File: src/rtl/stash_ring_if.sv
// Sample/browse bus of the stash ring: capture and browse controls in, browsed entry and
// occupancy status out.
interface stash_ring_if #(
  parameter int unsigned DATA_W = 8,
  parameter int unsigned DEPTH  = 5
);
  localparam int unsigned AW = $clog2(DEPTH);
  localparam int unsigned CW = $clog2(DEPTH + 1);

  logic [DATA_W-1:0] sample_in;
  logic              sample_in_valid;
  logic              next_sample;
  logic              prev_sample;
  logic              clear;
  logic [DATA_W-1:0] sample_out;
  logic [AW-1:0]     browse_idx;
  logic [CW-1:0]     count;
  logic              empty;
  logic              full;
  logic              overflow;

  modport master (
    output sample_in, sample_in_valid, next_sample, prev_sample, clear,
    input  sample_out, browse_idx, count, empty, full, overflow
  );

  modport slave (
    input  sample_in, sample_in_valid, next_sample, prev_sample, clear,
    output sample_out, browse_idx, count, empty, full, overflow
  );
endinterface

File: src/rtl/stash_ring.sv
// DEPTH-entry ring of captured samples with bidirectional browsing, occupancy flags,
// selectable full policy (overwrite oldest or drop with overflow pulse) and synchronous clear.
module stash_ring #(
  parameter int unsigned DATA_W    = 8,
  parameter int unsigned DEPTH     = 5,
  parameter bit          OVERWRITE = 1'b1
) (
  input logic         clk,
  input logic         reset_n,
  stash_ring_if.slave bus
);
  localparam int unsigned AW = $clog2(DEPTH);
  localparam int unsigned CW = $clog2(DEPTH + 1);
  localparam logic [AW-1:0] LastPtr = AW'(DEPTH - 1);
  localparam logic [CW-1:0] FullCnt = CW'(DEPTH);
  localparam logic [AW:0]   DepthW  = (AW + 1)'(DEPTH);

  logic [DATA_W-1:0] mem_q [DEPTH];
  logic [AW-1:0]     head_q, head_d;
  logic [AW-1:0]     wr_ptr_q, wr_ptr_d;
  logic [AW-1:0]     idx_q, idx_d;
  logic [CW-1:0]     count_q, count_d;
  logic [DATA_W-1:0] out_q, out_d;
  logic              ovf_q, ovf_d;
  logic              mem_we;
  logic [AW-1:0]     last_idx;
  logic              is_full, is_empty;

  function automatic logic [AW-1:0] ptr_inc(input logic [AW-1:0] p);
    return (p == LastPtr) ? '0 : p + AW'(1);
  endfunction

  // DEPTH need not be a power of two, so wrap by compare/subtract.
  function automatic logic [AW-1:0] phys_addr(input logic [AW-1:0] base,
                                              input logic [AW-1:0] off);
    logic [AW:0] sum;
    sum = {1'b0, base} + {1'b0, off};
    if (sum >= DepthW) sum = sum - DepthW;
    return sum[AW-1:0];
  endfunction

  assign is_full  = (count_q == FullCnt);
  assign is_empty = (count_q == '0);

  always_comb begin
    head_d   = head_q;
    wr_ptr_d = wr_ptr_q;
    idx_d    = idx_q;
    count_d  = count_q;
    out_d    = out_q;
    ovf_d    = 1'b0;
    mem_we   = 1'b0;
    last_idx = AW'(count_q - CW'(1));

    if (bus.clear) begin
      head_d   = '0;
      wr_ptr_d = '0;
      idx_d    = '0;
      count_d  = '0;
      out_d    = '0;
    end else if (bus.sample_in_valid) begin
      if (!is_full) begin
        mem_we   = 1'b1;
        wr_ptr_d = ptr_inc(wr_ptr_q);
        count_d  = count_q + CW'(1);
        idx_d    = AW'(count_q);
        out_d    = bus.sample_in;
      end else if (OVERWRITE) begin
        mem_we   = 1'b1;
        wr_ptr_d = ptr_inc(wr_ptr_q);
        head_d   = ptr_inc(head_q);
        idx_d    = LastPtr;
        out_d    = bus.sample_in;
      end else begin
        ovf_d = 1'b1;
      end
    end else if (!is_empty && (bus.next_sample ^ bus.prev_sample)) begin
      if (bus.next_sample) begin
        idx_d = (idx_q == last_idx) ? '0 : idx_q + AW'(1);
      end else begin
        idx_d = (idx_q == '0) ? last_idx : idx_q - AW'(1);
      end
      out_d = mem_q[phys_addr(head_q, idx_d)];
    end
  end

  always_ff @(posedge clk or negedge reset_n) begin
    if (!reset_n) begin
      head_q   <= '0;
      wr_ptr_q <= '0;
      idx_q    <= '0;
      count_q  <= '0;
      out_q    <= '0;
      ovf_q    <= 1'b0;
    end else begin
      head_q   <= head_d;
      wr_ptr_q <= wr_ptr_d;
      idx_q    <= idx_d;
      count_q  <= count_d;
      out_q    <= out_d;
      ovf_q    <= ovf_d;
    end
  end

  // Storage has no reset; entries are only read once written.
  always_ff @(posedge clk) begin
    if (mem_we) mem_q[wr_ptr_q] <= bus.sample_in;
  end

  assign bus.sample_out = out_q;
  assign bus.browse_idx = idx_q;
  assign bus.count      = count_q;
  assign bus.empty      = is_empty;
  assign bus.full       = is_full;
  assign bus.overflow   = ovf_q;
endmodule
File: src/flat_wrapper.sv
// flat-port wrapper written by rule: the top's interface ports become plain ports
module stash_ring_flat 
#(
  parameter int unsigned DATA_W    = 8,
  parameter int unsigned DEPTH     = 5,
  parameter bit          OVERWRITE = 1'b1
)
  (clk, reset_n, bus_sample_in, bus_sample_in_valid, bus_next_sample, bus_prev_sample, bus_clear, bus_sample_out, bus_browse_idx, bus_count, bus_empty, bus_full, bus_overflow);
  stash_ring_if #(.DATA_W(DATA_W), .DEPTH(DEPTH)) bus_i ();
  input logic clk;
  input logic reset_n;
  input wire logic [$bits(bus_i.sample_in)-1:0] bus_sample_in;
  input wire logic [$bits(bus_i.sample_in_valid)-1:0] bus_sample_in_valid;
  input wire logic [$bits(bus_i.next_sample)-1:0] bus_next_sample;
  input wire logic [$bits(bus_i.prev_sample)-1:0] bus_prev_sample;
  input wire logic [$bits(bus_i.clear)-1:0] bus_clear;
  output wire logic [$bits(bus_i.sample_out)-1:0] bus_sample_out;
  output wire logic [$bits(bus_i.browse_idx)-1:0] bus_browse_idx;
  output wire logic [$bits(bus_i.count)-1:0] bus_count;
  output wire logic [$bits(bus_i.empty)-1:0] bus_empty;
  output wire logic [$bits(bus_i.full)-1:0] bus_full;
  output wire logic [$bits(bus_i.overflow)-1:0] bus_overflow;
  assign bus_i.sample_in = bus_sample_in;
  assign bus_i.sample_in_valid = bus_sample_in_valid;
  assign bus_i.next_sample = bus_next_sample;
  assign bus_i.prev_sample = bus_prev_sample;
  assign bus_i.clear = bus_clear;
  assign bus_sample_out = bus_i.sample_out;
  assign bus_browse_idx = bus_i.browse_idx;
  assign bus_count = bus_i.count;
  assign bus_empty = bus_i.empty;
  assign bus_full = bus_i.full;
  assign bus_overflow = bus_i.overflow;
  stash_ring #(.DATA_W(DATA_W), .DEPTH(DEPTH), .OVERWRITE(OVERWRITE)) u_core (.clk(clk), .reset_n(reset_n), .bus(bus_i));
endmodule
File: config.mk
export PLATFORM = sky130hd
export DESIGN_NAME = stash_ring_flat
export DESIGN_NICKNAME = d
export VERILOG_FILES = /design/src/rtl/stash_ring_if.sv /design/src/rtl/stash_ring.sv /design/src/flat_wrapper.sv
export SDC_FILE = /design/constraint.sdc
export NUM_CORES = 1
export LEC_CHECK = 0
export ABC_CLOCK_PERIOD_IN_PS = 4100
export BUFFER_PORTS_ARGS = -buffer_cell sky130_fd_sc_hd__buf_2
export CAP_MARGIN = 20
export CELL_PAD_IN_SITES_DETAIL_PLACEMENT = 0
export CELL_PAD_IN_SITES_GLOBAL_PLACEMENT = 1
export CORE_MARGIN = 4
export CORE_UTILIZATION = 33
export CTS_BUF_LIST = sky130_fd_sc_hd__clkbuf_4 sky130_fd_sc_hd__clkbuf_8
export DETAILED_ROUTE_END_ITERATION = 8
export GPL_ROUTABILITY_DRIVEN = 0
export PLACE_DENSITY_LB_ADDON = 0.08
export SLEW_MARGIN = 10
export SYNTH_ARGS = -nofsm -noshare
export SYNTH_HDL_FRONTEND = slang
export SYNTH_SLANG_ARGS = --single-unit
File: constraint.sdc
create_clock -name clk -period 4.1 [get_ports clk]
set_input_delay 0.82 -clock clk [delete_from_list [all_inputs] [get_ports clk]]
set_output_delay 0.82 -clock clk [all_outputs]
set_load 0.01 [all_outputs]
==> impl_metrics.ini <==
[status]
outcome = finished clean

[clock_network]
cts_resized = 0
cts_inserted_buffers = 9
post_cts_buffers = 0
clkLatencyLatePin_ps = 340
cts_tree = built
cts-htree-levels = 3
hold_buffers = 0
cts.reportedPaths.clkPinSlew_ps = 70
clockBufferDepth = 2
clockRootBuffer = clkbuf_8
cts.sink_count = 60

[yosys]
syn_avg_cell_area_um2 = 13.0
synthesis.area_um2 = 3300
ys_types = 53
ys_seq_area_frac = 0.516
syn_nets = 285
ys_warn_count = 0
syn-instance-count = 254
synth_edf_count = 40
synth_ff_type = edfxtp_1
async_flop_share = 0.333
yosys_register_bits = 60

[setup_path]
cp_max_fo = 5
start_kind = register
endpoint_kind = register
crit_required_ps = 4310
crit_type = register to register
crit_arrival_ps = 4000

[layout]
finalNetCount = 328
layout_commonest_cell = edfxtp_1
layout-drive-gt1-share = 0.308
area_growth_pct = 18.4
diodes = 0
layout_common_cells = edfxtp_1 (40), buf_2 (29), nor2_1 (22)
final_util = 0.400

[sta]
finalCriticalPeriod_ps = 3790
fin_ws_ps = 312
fin_crit_sh = 0.924
tns_ps = 0
max_slew_margin = 0.400
clock_skew_ps = 6.84
final_max_slew_viol_count = 0
setup_viol = 0
timing.hold.ws_ps = 463
hold_viol_final = 0
rsz0062_at_grt = false
max_slew.worst_pin.slew_ps = 896
timing.fmax_mhz = 264

[detailed_routing]
routed_wirelength_mm = 7.92
drcViolationCount = 0
drt_iter0_drc = 101
wl_per_cell_um = 18.2
drtAntennaViolNets = 0
route.vias.total = 2177
routed_via_density = 5.00
dr.pass1.iters = 4

[floorplanning]
std_cell_rows = 36
die_y_um = 108
core_area_um2 = 9770
initial_core_util = 0.338
die_w_um = 108
design.die.area_um2 = 11700
pin_count = 31

[placement]
post-place-ws_ps = 272
portBuffers = 29
dp_hpwl_mm = 5.48

[global_routing]
grt_max_degree = 21
grt_first_pass_wirelength_mm = 12.6
antenna_found_initial = 0
grtUsageTotal = 0.148
grt_pass1_vias = 2196
grt.overflow.total = 0

[flow_run]
cap_viol_max_count = 0

[pwr]
leakage_uw = 0.00156
powerDensity_nw_per_um2 = 453
ir_drop_mv = 0.173

[worst_hold_path]
holdCritPathClass = input port to async pin
[per-stage QoR]
step           cells  area (um2)  total power, uW
2_1_floorplan    254        3300             1030
3_3_place_gp     419        3690             1180
3_5_place_dp     419        3690             1180
4_1_cts          435        3910             1800
5_1_grt          435        3910             1880
6_report         435        3910             1770
[layout make-up]
cell class                 instances  area [um2]
timing repair buffer              45         265
inverter                          16        60.1
sequential                        60        1700
tap                              133         166
clock buffer                       9         124
clock inverter                     7        98.8
multi-input combinational        165        1490
fill                             961        5870
[sequential cells by signal (all words and copies together), names as in the netlist]
name,flops
u_core.wr_ptr_q,3
u_core.head_q,3
u_core.mem_q,40
u_core.bus.browse_idx,3
u_core.bus.sample_out,8
u_core.bus.count,3
[final timing paths]
path / start / depth (start not counted) / end / slack (ps)
setup / recovery: u_core.bus.count[1]$_DFFE_PN0P_ / 15 / u_core.bus.sample_out[6]$_DFFE_PN0P_ / 310
hold / removal: reset_n / 1 / u_core.bus.count[0]$_DFFE_PN0P_ / 460
setup reg to reg: u_core.bus.count[1]$_DFFE_PN0P_ / 15 / u_core.bus.sample_out[6]$_DFFE_PN0P_ / 310
hold reg to reg: u_core.mem_q[4][7]$_DFFE_PP_ / 2 / u_core.bus.sample_out[7]$_DFFE_PN0P_ / 520
max in group asynchronous: reset_n / 1 / u_core.bus.sample_out[3]$_DFFE_PN0P_ / 3260
min in group clk: u_core.mem_q[4][7]$_DFFE_PP_ / 2 / u_core.bus.sample_out[7]$_DFFE_PN0P_ / 520
[metal layers]
| layer | part of all wire | vias up | wire [um] | track usage |
|---|---|---|---|---|
| li1 | - | 1043 | - | - |
| met1 | 0.49 | 1080 | 3870 | 0.214 |
| met2 | 0.46 | 43 | 3620 | 0.226 |
| met3 | 0.040 | 11 | 313 | 0.0245 |
| met4 | 0.015 | 0 | 117 | 0.0514 |
| met5 | 0 | - | 0 | 0 |
[Yosys cell counts (all sizes together) (2+ instances only)]
master,n,area [um2]
edfxtp,40,1200
nor2,22,82.6
nand2,21,78.8
dfrtp,20,500
ha,16,200
inv,16,60.1
mux4,16,360
a21oi,15,105
a221oi,9,103
mux2,9,105
buf,7,36.3
clkbuf,6,22.5
nand3,5,25.0
o21ai,5,25.0
a211oi,4,30.0
nand2b,4,25.0
xnor2,4,35.0
mux2i,3,30.0
xor2,3,26.3
a21boi,2,18.8
nor2b,2,12.5
nor3,2,15.0
nor4,2,12.5
or3,2,12.5
[critical path, cell delays in order, from the launching register on]
cell and delay, ps:
dfrtp_1 430, inv_1 110, ha_1 340, xor2_1 190
nand3_1 70, nand2_1 90, o21ai_0 170, ha_1 210
inv_1 60, fa_1 510, ha_1 390, buf_4 190
mux4_2 490, mux2_1 290, nand2_1 90, a21oi_2 50
[kinds of logic after synthesis]
group	share of synthesized area
mux	0.150
simple gates	0.0917
xor+xnor	0.0254
fa+ha+maj	0.0667
other cells	0.00114
buf+inv	0.0360
flops	0.516
compound gates	0.113
[report_power, final]
group	total, uW	internal (uW)	switching [uW]
clock network	609	347	263
registers	697	678	19.9
logic	462	232	230
total	1770	1260	513
Power figures use the tool's default switching activity.
